## src/rtl/reduce_unit_seq.sv

```systemverilog
// reduce_unit_seq: serial multi-mode reduction unit (OR / AND / XOR / LEGACY).
// The WIDTH-bit request vector is accepted over a valid/ready handshake.
// It is scanned CHUNK bits per cycle. The 1-bit result is presented on a
// valid/ready output handshake that supports backpressure.
// Optional feature macro: REDUCE_POPCOUNT_EN adds out_cnt, the number of set
// bits in the accepted vector, reported alongside out.
module reduce_unit_seq #(
    parameter int WIDTH = 16,
    parameter int CHUNK = 4
) (
    input  logic                       clk,
    input  logic                       rst,
    input  logic [WIDTH-1:0]           req_vec,
    input  logic [1:0]                 mode,
    input  logic                       in_valid,
    output logic                       in_ready,
    output logic                       out,
    output logic                       out_valid,
    input  logic                       out_ready,
`ifdef REDUCE_POPCOUNT_EN
    output logic [$clog2(WIDTH+1)-1:0] out_cnt,
`endif
    output logic                       busy
);

    localparam int NCH   = WIDTH / CHUNK;
    localparam int IDX_W = (NCH > 1) ? $clog2(NCH) : 1;
    localparam logic [IDX_W-1:0] LAST_IDX = IDX_W'(NCH - 1);
    // Clears the top bit so the LEGACY operand only sees vec[WIDTH-2:0].
    localparam logic [WIDTH-1:0] NO_MSB = {1'b0, {(WIDTH-1){1'b1}}};

    localparam logic [1:0] MODE_OR  = 2'b00;
    localparam logic [1:0] MODE_AND = 2'b01;
    localparam logic [1:0] MODE_XOR = 2'b10;

    if (WIDTH < 2 || CHUNK < 1 || CHUNK > WIDTH || (WIDTH % CHUNK) != 0) begin : g_param_check
        $error("reduce_unit_seq: WIDTH must be >= 2 and a multiple of CHUNK (1 <= CHUNK <= WIDTH)");
    end

    typedef enum logic [1:0] {
        S_IDLE = 2'd0,
        S_SCAN = 2'd1,
        S_DONE = 2'd2
    } state_t;

    state_t             state_q, state_d;
    logic [WIDTH-1:0]   vec_q, vec_d;
    logic [1:0]         mode_q, mode_d;
    logic [IDX_W-1:0]   idx_q, idx_d;
    logic               or_q, or_d;
    logic               orx_q, orx_d;
    logic               and_q, and_d;
    logic               xor_q, xor_d;
    logic               out_q, out_d;
    logic               out_valid_q, out_valid_d;

    // Current chunk and the accumulators with that chunk folded in.
    logic [CHUNK-1:0]   chunk;
    logic [CHUNK-1:0]   chunk_nomsb;
    logic               or_f, orx_f, and_f, xor_f;
    logic               result_f;

`ifdef REDUCE_POPCOUNT_EN
    localparam int CNT_W = $clog2(WIDTH + 1);

    logic [CNT_W-1:0]   cnt_q, cnt_d;
    logic [CNT_W-1:0]   out_cnt_q, out_cnt_d;
    logic [CNT_W-1:0]   cnt_f;

    // Number of set bits within one chunk.
    function automatic logic [CNT_W-1:0] chunk_pop(input logic [CHUNK-1:0] c);
        logic [CNT_W-1:0] s;
        s = '0;
        for (int i = 0; i < CHUNK; i++) begin
            s = s + CNT_W'(c[i]);
        end
        return s;
    endfunction

    assign out_cnt = out_cnt_q;
`endif

    assign in_ready  = (state_q == S_IDLE);
    assign busy      = (state_q != S_IDLE);
    assign out       = out_q;
    assign out_valid = out_valid_q;

    // Select the chunk at idx and fold it into each accumulator.
    always_comb begin
        chunk       = CHUNK'(vec_q >> (int'(idx_q) * CHUNK));
        chunk_nomsb = CHUNK'((vec_q & NO_MSB) >> (int'(idx_q) * CHUNK));
        or_f        = or_q  | (|chunk);
        orx_f       = orx_q | (|chunk_nomsb);
        and_f       = and_q & (&chunk);
        xor_f       = xor_q ^ (^chunk);
        case (mode_q)
            MODE_OR:  result_f = or_f;
            MODE_AND: result_f = and_f;
            MODE_XOR: result_f = xor_f;
            default:  result_f = orx_f & vec_q[WIDTH-1];
        endcase
`ifdef REDUCE_POPCOUNT_EN
        cnt_f = cnt_q + chunk_pop(chunk);
`endif
    end

    // Next-state and datapath update for the IDLE/SCAN/DONE sequence.
    always_comb begin
        state_d     = state_q;
        vec_d       = vec_q;
        mode_d      = mode_q;
        idx_d       = idx_q;
        or_d        = or_q;
        orx_d       = orx_q;
        and_d       = and_q;
        xor_d       = xor_q;
        out_d       = out_q;
        out_valid_d = out_valid_q;
`ifdef REDUCE_POPCOUNT_EN
        cnt_d       = cnt_q;
        out_cnt_d   = out_cnt_q;
`endif
        case (state_q)
            S_IDLE: begin
                if (in_valid) begin
                    vec_d   = req_vec;
                    mode_d  = mode;
                    idx_d   = '0;
                    or_d    = 1'b0;
                    orx_d   = 1'b0;
                    and_d   = 1'b1;
                    xor_d   = 1'b0;
`ifdef REDUCE_POPCOUNT_EN
                    cnt_d   = '0;
`endif
                    state_d = S_SCAN;
                end
            end
            S_SCAN: begin
                or_d  = or_f;
                orx_d = orx_f;
                and_d = and_f;
                xor_d = xor_f;
`ifdef REDUCE_POPCOUNT_EN
                cnt_d = cnt_f;
`endif
                if (idx_q == LAST_IDX) begin
                    out_d       = result_f;
                    out_valid_d = 1'b1;
                    idx_d       = '0;
`ifdef REDUCE_POPCOUNT_EN
                    out_cnt_d   = cnt_f;
`endif
                    state_d     = S_DONE;
                end else begin
                    idx_d = idx_q + 1'b1;
                end
            end
            S_DONE: begin
                // Result stays frozen until the consumer takes it.
                if (out_ready) begin
                    out_d       = 1'b0;
                    out_valid_d = 1'b0;
`ifdef REDUCE_POPCOUNT_EN
                    out_cnt_d   = '0;
`endif
                    state_d     = S_IDLE;
                end
            end
            default: begin
                state_d = S_IDLE;
            end
        endcase
    end

    // All state registers; asynchronous reset aborts any transaction in flight.
    always_ff @(posedge clk or posedge rst) begin
        if (rst) begin
            state_q     <= S_IDLE;
            vec_q       <= '0;
            mode_q      <= '0;
            idx_q       <= '0;
            or_q        <= 1'b0;
            orx_q       <= 1'b0;
            and_q       <= 1'b0;
            xor_q       <= 1'b0;
            out_q       <= 1'b0;
            out_valid_q <= 1'b0;
`ifdef REDUCE_POPCOUNT_EN
            cnt_q       <= '0;
            out_cnt_q   <= '0;
`endif
        end else begin
            state_q     <= state_d;
            vec_q       <= vec_d;
            mode_q      <= mode_d;
            idx_q       <= idx_d;
            or_q        <= or_d;
            orx_q       <= orx_d;
            and_q       <= and_d;
            xor_q       <= xor_d;
            out_q       <= out_d;
            out_valid_q <= out_valid_d;
`ifdef REDUCE_POPCOUNT_EN
            cnt_q       <= cnt_d;
            out_cnt_q   <= out_cnt_d;
`endif
        end
    end

endmodule

```

## config.mk

```make
export PLATFORM = sky130hd
export DESIGN_NAME = reduce_unit_seq
export DESIGN_NICKNAME = d
export VERILOG_FILES = /design/src/rtl/reduce_unit_seq.sv
export SDC_FILE = /design/constraint.sdc
export NUM_CORES = 1
export LEC_CHECK = 0
export ABC_CLOCK_PERIOD_IN_PS = 3200
export BUFFER_PORTS_ARGS = -buffer_cell sky130_fd_sc_hd__buf_2
export CAP_MARGIN = 20
export CORE_ASPECT_RATIO = 1.4
export CORE_MARGIN = 2
export CORE_UTILIZATION = 42
export DETAILED_ROUTE_END_ITERATION = 6
export PLACE_DENSITY = 0.65
export SYNTH_ARGS = -nofsm -noshare
export SYNTH_HDL_FRONTEND = slang
export SYNTH_SLANG_ARGS = --single-unit
```

## constraint.sdc

```tcl
create_clock -name clk -period 3.2 [get_ports clk]
set_input_delay 0.32 -clock clk [delete_from_list [all_inputs] [get_ports clk]]
set_output_delay 0.32 -clock clk [all_outputs]
set_load 0.1 [all_outputs]
```

Word level (Yosys, flattened, before mapping). Cells that the tools add are included.

Add/sub/neg operators: 1. Equal/unequal tests: 8. Shifts and indexed selects: 2. Mux-type cells: 19. Bitwise logic cells: 5. Reductions and logical operators: 13.

Operators by type and width (number): right shift 16 x 4 -> 4 bit (1); right shift 15 x 4 -> 4 bit (1); case mux 1 bit (2 select lines) (6); two-way mux 2 bit (5); OR reduction 4 bit (2); == test 2 bit (second input constant) (3); != test 2 bit (second input constant) (3); case mux 2 bit (3 select lines) (1); AND reduction 3 bit (2); nonzero test 2 bit (3); two-way mux 1 bit (5); == test 2 x 1 -> 1 bit (second input constant) (2); zero test 2 bit (2); case mux 2 bit (2 select lines) (1); AND reduction 2 bit (2); AND reduction 4 bit (1); XOR reduction 4 bit (1); case mux 1 bit (3 select lines) (1); adder 2 x 1 -> 2 bit (second input constant) (1); bitwise AND 1 bit (2); bitwise OR 1 bit (2); bitwise XOR 1 bit (1).

Flip-flop bits (word level): 28. Bits of input ports: 22. Logic and storage cells: 58. Output and inout bits: 4.

Depth between registers and ports, before layout. Gate-level depths: netlist of run 1.

Depth in word-level cells: 7. Gate-level depth with buffers: 9.

Worst setup path before layout of run 1. Ideal clock, no wire load.

Path kind: reg2reg. Start point: register idx_q[1]. End point: register xor_q. Stages on the path, launching flop included: 8. Arrival time: 2102 ps. Library setup time: 121 ps. Setup slack: 977 ps. Path through: dfrtp_1 > clkbuf_1 > mux2_2 > o21ai_0 > ha_1 > xor2_1 > mux2_2 > a22o_1.

Word-level cells in the longest chain between the ends: 4.

RTL lines: start, declared (line 49) `logic [IDX_W-1:0] idx_q, idx_d;`; start signal, assigned (line 197) `idx_q <= idx_d;`; right shift 16 x 4 -> 4 bit (line 90) `chunk = CHUNK'(vec_q >> (int'(idx_q) * CHUNK));`; XOR reduction 4 bit (line 95) `xor_f = xor_q ^ (^chunk);`; bitwise XOR 1 bit (line 95); case mux 1 bit (2 select lines) (line 123) `case (state_q)`; end signal, assigned (line 201) `xor_q <= xor_d;`; end, declared (line 53) `logic xor_q, xor_d;`.

Every way passes these cells. A chain may end at the register's enable or synchronous reset.

Final worst setup path of run 1.
Start point: register idx_q[0]. End point: register out_q (netlist: out).

Word-level cells in the longest chain between the ends: 7.

RTL lines: right shift 15 x 4 -> 4 bit (line 91) `chunk_nomsb = CHUNK'((vec_q & NO_MSB) >> (int'(idx_q) * CHUNK));`; OR reduction 4 bit (line 93) `orx_f = orx_q | (|chunk_nomsb);`; bitwise OR 1 bit (line 93); bitwise AND 1 bit (line 100) `default: result_f = orx_f & vec_q[WIDTH-1];`; case mux 1 bit (3 select lines) (line 96) `case (mode_q)`; two-way mux 1 bit (line 147) `if (idx_q == LAST_IDX) begin`; case mux 1 bit (2 select lines) (line 123); end signal, assigned (line 202) `out_q <= out_d;`; end, declared (line 54) `logic out_q, out_d;`.

Parallel ways exist; a longest one is shown, timed or not. The select of a mux whose other input is x is not followed.

==> results.yml, run 1 <==
status:
  status: "finished, final reports clean"
final_layout:
  syn_to_final_growth_pct: 16.8
  fin_area_mm2: 0.00164
  fin_nets: 169
  utilization: 0.521
  drive_above_1_share: 0.397
  antennaDiodeCount: 0
synth:
  yosysSeqAreaShare: 0.498
  ys_ff_latch: 28
  syn_inst: 115
  ys_warn_count: 0
  syn_nets: 142
  synth.avg_cell_area_um2: 12.2
  synth_area_mm2: 0.00141
  synthDistinctLibCells: 32
power_and_ir_drop:
  clkPwrFrac: 0.114
  powerDensity_mw_per_mm2: 1150
  seqPwrFrac: 0.362
  p_comb_frac: 0.524
  leakagePower_nw: 0.767
  swShare: 0.412
  peakVddDrop_mv: 0.832
  switching_power_w: 0.000783
  intPower_w: 0.00112
detailed_routing:
  wl_met2_um: 1530
  wl_met3_um: 96
  dr.pass1.iters: 4
  routed_wl_um: 2730
  ant_nets: 0
  top_layer: "met4"
  drtIter0Drc: 25
  viasPerCell: 5.39
  route.detailed.drc: 0
  vias: 970
  wl_per_cell_um: 15.2
  wl_met1_um: 1030
worst_setup_path:
  crit_arrival_ns: 2.59
  cpMaxStageDelayCell: "mux4_1"
  endpoint_kind: "register"
  cp_max_fo: 10
  criticalPathCategory: "register to register"
  max_stage_delay_ns: 0.62
  path_buf_inv: 1
  worstPathRequired_ns: 3.38
  r2r_setup_slack_ns: 0.79
  cp_cell_sequence: "mux4_1 > inv_1 > ha_1 > nand2b_1 > a2111o_1 > a21o_1 > a31o_1"
  critPathLaunchType: "register"
  cp_top_family: "compound AO/OA/AOI/OAI gates"
sta:
  fin_crit_ns: 2.41
  timing.fmax_mhz: 415
  setup_ws_ns: 0.790
  tightest_slew_ns: 0.893
  timing.setup.tns_ns: 0
  finalSetupViolations: 0
  rsz0062_at_grt: "false"
  fin_crit_sh: 0.753
  slew_headroom: 0.404
  hold_ws_ns: 0.235
  finalClockSkew_ns: 0.00523
  hold_viol: 0
  drv_slew: 0
global_route:
  grt_pass1_wl_um: 4600
  grt_pass1_vias: 1003
  grt_max_degree: 29
  track_usage: 0.166
  antenna_found_initial: 0
  gr-total-overflow: 0
placement:
  post_dp_cell_area_mm2: 0.00155
  hpwl_um: 2010
  place.gp.congestion: 0.776
  dp_slack_ns: 0.828
  portBuffers: 25
clock_tree:
  cts.sinks: 28
  clk_latency_ns: 0.28
  htreeDepth: 1
  postCtsSetupRepairBufs: 0
  root_buffer: "clkbuf_8"
  cts_buffer_depth: 2
  cts_tree: "built"
  numCtsBuffers: 3
  path_clk_slew_ns: 0.09
floorplanning:
  core_area_mm2: 0.00315
  fp.dieW_um: 52.9
  dieHeight_um: 72.5
  io_pins: 26
  rows: 24
  fp.dieArea_mm2: 0.00384
  initial_utilization: 0.446
hold_path:
  hp-class: "input pin to register"
flow_run:
  cap_viol_max_count: 0
what timing repair did:
item                                   in CTS  in global routing
gates resized for setup                     0                  0
endpoints found under the hold margin       0                  3
hold buffers                                0                  1
worst paths after layout:
path                            cells after the start  startpoint         end
worst max-delay path                                7    idx_q[0]         out
worst min-delay path                                2   out_ready  state_q[1]
worst max register to register                      7    idx_q[0]         out
worst min register to register                      1   vec_q[11]   vec_q[11]
max in group asynchronous                           4         rst    vec_q[3]
min in group asynchronous                           3         rst   vec_q[13]
registers in the layout (all words and copies together) (netlist names):
register / flops
and_q: 1
idx_q: 2
mode_q: 2
or_q: 1
orx_q: 1
out: 1
out_valid: 1
state_q: 2
vec_q: 16
xor_q: 1
Yosys cell counts:
| cell type | number | share of area |
|---|---|---|
| o22ai_1 | 1 | 0.0044 |
| and3b_2 | 1 | 0.0071 |
| a31oi_1 | 1 | 0.0044 |
| o21bai_1 | 1 | 0.0053 |
| o21a_1 | 1 | 0.0053 |
| mux4_2 | 1 | 0.016 |
| ha_1 | 5 | 0.044 |
| a41oi_1 | 1 | 0.0062 |
| mux2_2 | 20 | 0.16 |
| clkbuf_1 | 3 | 0.0080 |
| nor2_2 | 1 | 0.0044 |
| buf_6 | 1 | 0.0080 |
| a22o_2 | 2 | 0.014 |
| dfrtp_1 | 28 | 0.50 |
| a21o_1 | 1 | 0.0053 |
| a21oi_1 | 3 | 0.011 |
| mux2i_1 | 1 | 0.0071 |
| nor2_1 | 4 | 0.011 |
| a22o_1 | 2 | 0.012 |
| nor2b_1 | 1 | 0.0044 |
| or2_2 | 1 | 0.0044 |
| mux4_1 | 2 | 0.037 |
| nand2_1 | 6 | 0.016 |
| xnor2_1 | 1 | 0.0062 |
| inv_1 | 11 | 0.029 |
| a31o_1 | 1 | 0.0062 |
| o21ai_0 | 8 | 0.028 |
| o211a_1 | 1 | 0.0071 |
| xor2_1 | 1 | 0.0062 |
| nand2b_1 | 2 | 0.0089 |
| buf_4 | 1 | 0.0053 |
| a2111o_1 | 1 | 0.0080 |
cell families after synthesis:
| kind of cell | Yosys count | synth area share |
|---|---|---|
| multiplexers | 24 | 0.220 |
| adder cells (fa/ha/maj) | 5 | 0.0444 |
| AND/OR/NAND/NOR | 16 | 0.0560 |
| flip-flops | 28 | 0.498 |
| XOR/XNOR | 2 | 0.0124 |
| buffers and inverters | 16 | 0.0507 |
| AO/OA/AOI/OAI | 24 | 0.118 |
placed cells by master, fill, tap and decap left out, types with 3 or more instances in the layout:
cell type and instances:
nor2_1 4, o21ai_0 8, a21oi_1 3, buf_2 25, inv_1 11, nand2_1 6
clkbuf_8 4, ha_1 5, mux2_2 20, dfrtp_1 28
layout make-up:
cell class,count,area (um2)
flip-flops and latches,28,701
clock buffers,4,55.1
inverters,11,41.3
fillers,290,1510
multi-input cells,71,636
repair buffers,27,163
well taps,39,48.8
per-layer routing:
metal	track usage	up-vias
li1	-	457
met5	0	-
met3	0.0206	7
met1	0.202	479
met2	0.285	27
met4	0.0798	0
stage by stage:
stage	std cells	total power, W
after floorplan	115	0.00149
after global placement	174	0.00163
after detailed placement	174	0.00167
after CTS	178	0.00191
after global routing	180	0.00205
final	180	0.00190
power by group through the flow:
stage	sequential, W	clock [W]	combinational (W)
global placement	0.000680	0	0.000948
global route	0.000717	0.000240	0.00109
CTS	0.000686	0.000226	0.000998
finish	0.000687	0.000216	0.000995
detailed placement	0.000693	0	0.000981
floorplan	0.000653	0	0.000841
Note: power is estimated with default switching activity, not from simulation.
==> run 2: changes to the inputs <==
--- a/config.mk
+++ b/config.mk
@@ -5,14 +5,15 @@
 export SDC_FILE = /design/constraint.sdc
 export NUM_CORES = 1
 export LEC_CHECK = 0
-export ABC_CLOCK_PERIOD_IN_PS = 3200
+export ABC_AREA = 1
+export ABC_CLOCK_PERIOD_IN_PS = 2100
 export BUFFER_PORTS_ARGS = -buffer_cell sky130_fd_sc_hd__buf_2
 export CAP_MARGIN = 20
 export CORE_ASPECT_RATIO = 1.4
 export CORE_MARGIN = 2
 export CORE_UTILIZATION = 42
 export DETAILED_ROUTE_END_ITERATION = 6
-export PLACE_DENSITY = 0.65
+export PLACE_DENSITY = 0.67
 export SYNTH_ARGS = -nofsm -noshare
 export SYNTH_HDL_FRONTEND = slang
 export SYNTH_SLANG_ARGS = --single-unit
==> constraint.sdc (replaced) <==
create_clock -name clk -period 2.1 [get_ports clk]
set_input_delay 0.21 -clock clk [delete_from_list [all_inputs] [get_ports clk]]
set_output_delay 0.21 -clock clk [all_outputs]
set_load 0.1 [all_outputs]
==> run 2 against run 1 <==
Clock-buffer cell count shrank 1. Clock skew down 0.00079 ns. Global-route usage fell by 0.24 points. Routed wire length is 3.2% lower. Sequential share of layout area fell by 1.3 points. First-iteration DRC count increased by 36%. Sequential cell count stayed put. Critical endpoint unchanged. Largest cell class unchanged.
==> results.yml, run 2 <==
floorplanning:
  fp.dieW_um: 53.7
  io_pins: 26
  initial_utilization: 0.434
  dieHeight_um: 73.6
  fp.dieArea_mm2: 0.00395
  rows: 25
  core_area_mm2: 0.00335
sta:
  timing.fmax_mhz: 538
  hold_viol: 0
  finalClockSkew_ns: 0.00444
  drv_slew: 0
  timing.setup.tns_ns: 0
  rsz0062_at_grt: "false"
  slew_headroom: 0.679
  fin_crit_ns: 1.86
  hold_ws_ns: 0.122
  fin_crit_sh: 0.884
  tightest_slew_ns: 0.484
  finalSetupViolations: 0
global_route:
  track_usage: 0.163
  grt_util_met3: 0.0244
  antenna_found_initial: 0
  grt_pass1_vias: 1176
  gr-usage-met1: 0.189
  gr-usage-met2: 0.283
  grt_pass1_wl_um: 4740
  grt_max_degree: 29
  grt-busiest-layer: "met2"
  gr-total-overflow: 0
synth:
  ys_ff_latch: 28
  synth_area_mm2: 0.00145
  synth.avg_cell_area_um2: 7.85
  synthDistinctLibCells: 21
  synth_top_cell_area_share: 0.483
  synth_mux_area_frac: 0
  synth_compound_area_frac: 0.0767
  yosysSeqAreaShare: 0.483
  synth_top_family_by_area: "simple AND/OR/NAND/NOR gates"
  ys.flop_type: "dfrtp_1"
  yosys-top-cells-area: "dfrtp_1 (48%), nand2_1 (20%), inv_1 (6.7%)"
  synth_edf_count: 0
  synth-adder-area-share: 0.0431
  synth_common_cells: "nand2_1 (77), dfrtp_1 (28), inv_1 (26)"
  synth-simple-area-share: 0.290
  syn_nets: 212
  ys_warn_count: 0
  syn_inst: 185
  synth_most_common_cell: "nand2_1"
  async_reset_ff_frac: 1.00
  synth.largest_area_cell: "dfrtp_1"
  synth_xor_area_frac: 0
clock_tree:
  cts_tree: "built"
  numCtsBuffers: 3
  cts_buffer_depth: 2
  clk_latency_ns: 0.27
  root_buffer: "clkbuf_8"
  htreeDepth: 1
  path_clk_slew_ns: 0.09
  cts.sinks: 28
detailed_routing:
  routed_wl_um: 2640
  wl_per_cell_um: 10.4
  dr.pass1.iters: 4
  vias: 1167
  route.detailed.drc: 0
  drtIter0Drc: 34
  ant_nets: 0
  viasPerCell: 4.59
power_and_ir_drop:
  intPower_w: 0.00154
  powerDensity_mw_per_mm2: 1710
  power_w: 0.00291
  switching_power_w: 0.00137
  peakVddDrop_mv: 0.823
  swShare: 0.470
  seqPwrFrac: 0.328
  clkPwrFrac: 0.143
  leakagePower_nw: 0.976
  p_comb_frac: 0.529
worst_setup_path:
  critPathLaunchType: "register"
  reg2regPathDepth: 15
  r2r_setup_slack_ns: 0.24
  r2r_end: "out"
  criticalPathCategory: "register to register"
  cp_max_fo: 9
  endpoint_kind: "register"
  worstPathRequired_ns: 2.32
  crit_arrival_ns: 2.07
  rr_startpoint: "idx_q[0]"
final_layout:
  largest-register: "vec_q"
  fin_cells: 254
  largest_register_ffs: 16
  layout_common_cells: "nand2_1 (77), dfrtp_1 (27), inv_1 (26)"
  final_common_cell: "nand2_1"
  drive_above_1_share: 0.210
  syn_to_final_growth_pct: 17.0
  antennaDiodeCount: 0
  fin_nets: 242
hold_path:
  hp-class: "input pin to register"
  min_from: "req_vec[9]"
  min_delay_path_depth: 3
  hold_path_end: "vec_q[9]"
placement:
  portBuffers: 25
  placed_cells: 247
  place.gp.congestion: 0.805
  hpwl_um: 2020
status:
  status: "finished, final reports clean"
flow_run:
  cap_viol_max_count: 0
## run 2: cell count changes in the layout (fill, tap and decap cells not counted), sizes merged, moves of 4 or more
cell,before,now
inv,11,30
nand3,0,13
mux2,20,0
nand2,6,80
a22o,4,0
o21ai,8,12
## run 2: per-stage QoR
stage / cell area (um2) / utilization / worst slack [ns]
2_1_floorplan: 1460 / - / 0.329
3_3_place_gp: 1600 / 0.478 / 0.137
3_5_place_dp: 1600 / 0.478 / 0.0866
4_1_cts: 1680 / 0.502 / 0.0568
5_1_grt: 1700 / 0.507 / 0.00833
6_report: 1700 / 0.507 / 0.243
## run 2: cell type report
type	count	area (um2)
clock buffer	3	41.3
clock inverter	1	30.0
fill	328	1650
inverter	30	118
multi-input combinational	123	599
sequential	28	702
tap	40	50.0
timing repair buffer	29	158
## run 2: worst max-delay path by stage
stage	from	end	slack, ns	depth (start not counted)
final	idx_q[0]	out	0.24	15
after floorplan	idx_q[0]	out	0.33	13
after global routing	idx_q[0]	out	0.008	15
after detailed placement	idx_q[0]	out	0.09	14
after CTS	idx_q[0]	out	0.06	14
after global placement	idx_q[0]	out	0.14	14
## run 2: power groups by stage
stage / Clock, W / Combinational (W) / Sequential, W
finish: 0.000415 / 0.00154 / 0.000955
global route: 0.000455 / 0.00177 / 0.000990
CTS: 0.000426 / 0.00153 / 0.000967
detailed placement: 0 / 0.00152 / 0.000977
global placement: 0 / 0.00148 / 0.000970
floorplan: 0 / 0.00123 / 0.000995
## run 2: what timing repair did
action	4_1_cts	5_1_grt
setup buffers	0	2
endpoints found under the setup margin	0	2
resized for setup	0	1
hold endpoints to repair	28	0
hold buffers	1	0
## run 2: kinds of logic (layout without fill, tap and decap cells)
| family | Yosys count | count (layout) |
|---|---|---|
| buffers and inverters | 34 | 63 |
| DFF | 28 | 28 |
| adders and majority gates | 5 | 5 |
| AOI/OAI and AO/OA | 19 | 19 |
| and+or+nand+nor | 99 | 99 |
## run 2: routing by layer
metal,vias to the layer above,share of wire
met5,-,0
met4,0,0.025
met3,6,0.030
met2,21,0.51
met1,518,0.44
li1,622,-
## run 2: worst max-delay path, cell delays in order, from the launching register on
cell and delay (ns):
dfrtp_2 0.48, inv_2 0.12, nand3_1 0.11, inv_1 0.07
a31oi_1 0.04, nand2_1 0.10, inv_1 0.05, ha_1 0.29
inv_1 0.04, nand2_1 0.07, nand2_1 0.05, nand2_1 0.07
nand3_1 0.07, a21oi_1 0.13, nand2_1 0.06, nand2_1 0.05
==> run 3: changes to the inputs <==
--- a/config.mk
+++ b/config.mk
@@ -9,11 +9,13 @@
 export ABC_CLOCK_PERIOD_IN_PS = 2100
 export BUFFER_PORTS_ARGS = -buffer_cell sky130_fd_sc_hd__buf_2
 export CAP_MARGIN = 20
+export CELL_PAD_IN_SITES_DETAIL_PLACEMENT = 1
+export CELL_PAD_IN_SITES_GLOBAL_PLACEMENT = 2
 export CORE_ASPECT_RATIO = 1.4
 export CORE_MARGIN = 2
-export CORE_UTILIZATION = 42
+export CORE_UTILIZATION = 28
 export DETAILED_ROUTE_END_ITERATION = 6
-export PLACE_DENSITY = 0.67
+export PLACE_DENSITY = 0.75
 export SYNTH_ARGS = -nofsm -noshare
 export SYNTH_HDL_FRONTEND = slang
 export SYNTH_SLANG_ARGS = --single-unit
==> run 3 against run 2 <==
Register-to-register slack lost 0.06 ns. First-iteration DRC count shrank 74%. Routed wire length grew 26%. Critical path depth shrank 2. Total power grew 3.0%. Non-clock buffer count is the same. Combinational power grew 5%. Cell area grew 2.7%. Via count grew 5.8%. Clock skew is essentially flat. Die area grew 46%. Clock power grew 3%. Largest cell class unchanged. Highest routed layer unchanged.
==> results.yml, run 3 (synthesized netlist as in run 2, its figures left out) <==
detailed_routing:
  wl_met3_um: 63
  routed_wl_um: 3340
  drtIter0Drc: 9
  wl_met1_um: 1350
  top_layer: "met4"
  viasPerCell: 4.41
  wl_per_cell_um: 11.9
  dr.pass1.iters: 4
  ant_nets: 0
  vias: 1235
  route.detailed.drc: 0
  wl_met2_um: 1840
sta:
  drv_slew: 0
  setup_ws_ns: 0.184
  timing.fmax_mhz: 522
  fin_crit_sh: 0.913
  timing.setup.tns_ns: 0
  hold_viol: 0
  slew_headroom: 0.679
  tightest_slew_ns: 0.484
  finalSetupViolations: 0
  finalClockSkew_ns: 0.00489
  fin_crit_ns: 1.92
clock_tree:
  clk_latency_ns: 0.28
  cts_tree: "built"
  htreeDepth: 1
  cts.sinks: 28
  cts_buffer_depth: 2
  path_clk_slew_ns: 0.10
  numCtsBuffers: 3
  root_buffer: "clkbuf_8"
placement:
  place.gp.congestion: 0.754
  hpwl_um: 2530
  portBuffers: 25
  dp_slack_ns: 0.163
worst_setup_path:
  worstPathRequired_ns: 2.32
  crit_end: "out"
  r2r_end: "out"
  rr_startpoint: "idx_q[0]"
  r2r_setup_slack_ns: 0.18
  reg2regPathDepth: 13
  endpoint_kind: "register"
  critPathLaunchType: "register"
  cp_max_fo: 7
  crit_arrival_ns: 2.14
  criticalPathCategory: "register to register"
  cp-startpoint: "idx_q[0]"
final_layout:
  final_common_cell: "nand2_1"
  largest-register: "vec_q"
  antennaDiodeCount: 0
  multi_input_area_um2: 614
  regArea_um2: 702
  largest_register_ffs: 16
  syn_to_final_growth_pct: 20.1
  drive_above_1_share: 0.220
  fin_nets: 242
  fillers: 630
  layout_common_cells: "nand2_1 (77), dfrtp_1 (27), inv_1 (26)"
floorplanning:
  io_pins: 26
  rows: 31
  initial_utilization: 0.286
  core_area_mm2: 0.00508
  fp.dieW_um: 64.9
  fp.dieArea_mm2: 0.00578
  dieHeight_um: 89.2
global_route:
  grt_pass1_wl_um: 5600
  track_usage: 0.126
  grt_max_degree: 29
  gr-total-overflow: 0
  antenna_found_initial: 0
  grt_pass1_vias: 1276
power_and_ir_drop:
  intPower_w: 0.00155
  swShare: 0.482
  power_w: 0.00300
  peakVddDrop_mv: 0.382
  switching_power_w: 0.00144
  powerDensity_mw_per_mm2: 1720
  leakagePower_nw: 0.977
  p_comb_frac: 0.536
  clkPwrFrac: 0.143
  seqPwrFrac: 0.322
hold_path:
  hp-class: "input pin to register"
flow_run:
  cap_viol_max_count: 0
status:
  status: "finished, final reports clean"
==> run 3: what timing repair did <==
| action | CTS | global route |
|---|---|---|
| endpoints found under the hold margin | 28 | 0 |
| endpoints found under the setup margin | 0 | 2 |
| hold buffers | 1 | 0 |
| gates resized for setup | 0 | 3 |
| setup buffers | 0 | 1 |
==> run 3: power by group through the flow <==
stage | Clock (W) | Combinational, W | Sequential [W]
6_report | 0.000428 | 0.00161 | 0.000964
5_1_grt | 0.000462 | 0.00184 | 0.000999
4_1_cts | 0.000445 | 0.00159 | 0.000976
3_5_place_dp | 0 | 0.00158 | 0.000985
3_3_place_gp | 0 | 0.00155 | 0.000984
2_1_floorplan | 0 | 0.00123 | 0.000995
==> run 3: layout make-up <==
class,instances,share of cell area
inverter,30,0.0675
multi-input combinational,123,0.352
clock buffer,3,0.0237
clock inverter,1,0.0172
tap,66,0.0474
timing repair buffer,29,0.0890
sequential,28,0.403
==> run 3: worst min-delay path by stage <==
stage                      startpoint         to  slack [ns]  depth (start not counted)
after floorplan                   rst      and_q        0.28                          1
after global placement            rst  vec_q[11]        0.30                          3
after detailed placement          rst  vec_q[11]        0.30                          3
after CTS                  req_vec[9]   vec_q[9]        0.11                          3
after global routing      req_vec[13]  vec_q[13]        0.12                          3
final                      req_vec[9]   vec_q[9]        0.12                          3
==> run 3: worst max-delay path: stages (launching register included) <==
cell	delay, ns
dfrtp_2	0.44
clkbuf_2	0.19
nand2_1	0.09
a32oi_2	0.23
inv_1	0.06
ha_1	0.30
inv_1	0.05
nand2_1	0.08
nand2_1	0.06
nand2_1	0.07
nand3_1	0.07
a21oi_1	0.12
nand2_1	0.06
nand2_1	0.05
==> run 3: stage by stage <==
stage / utilization / std cells / hold slack, ns / instance area [um2]
after CTS: 0.339 / 279 / 0.109 / 1720
after detailed placement: 0.323 / 274 / 0.301 / 1640
after global routing: 0.343 / 280 / 0.117 / 1740
after global placement: 0.323 / 274 / 0.298 / 1640
after floorplan: - / 185 / 0.275 / 1460
final: 0.343 / 280 / 0.119 / 1740
==> run 3: layer usage <==
layer,vias to the layer above,global-route usage
li1,627,-
met2,16,0.245
met1,585,0.135
met5,-,0
met3,7,0.0151
met4,0,0.0580
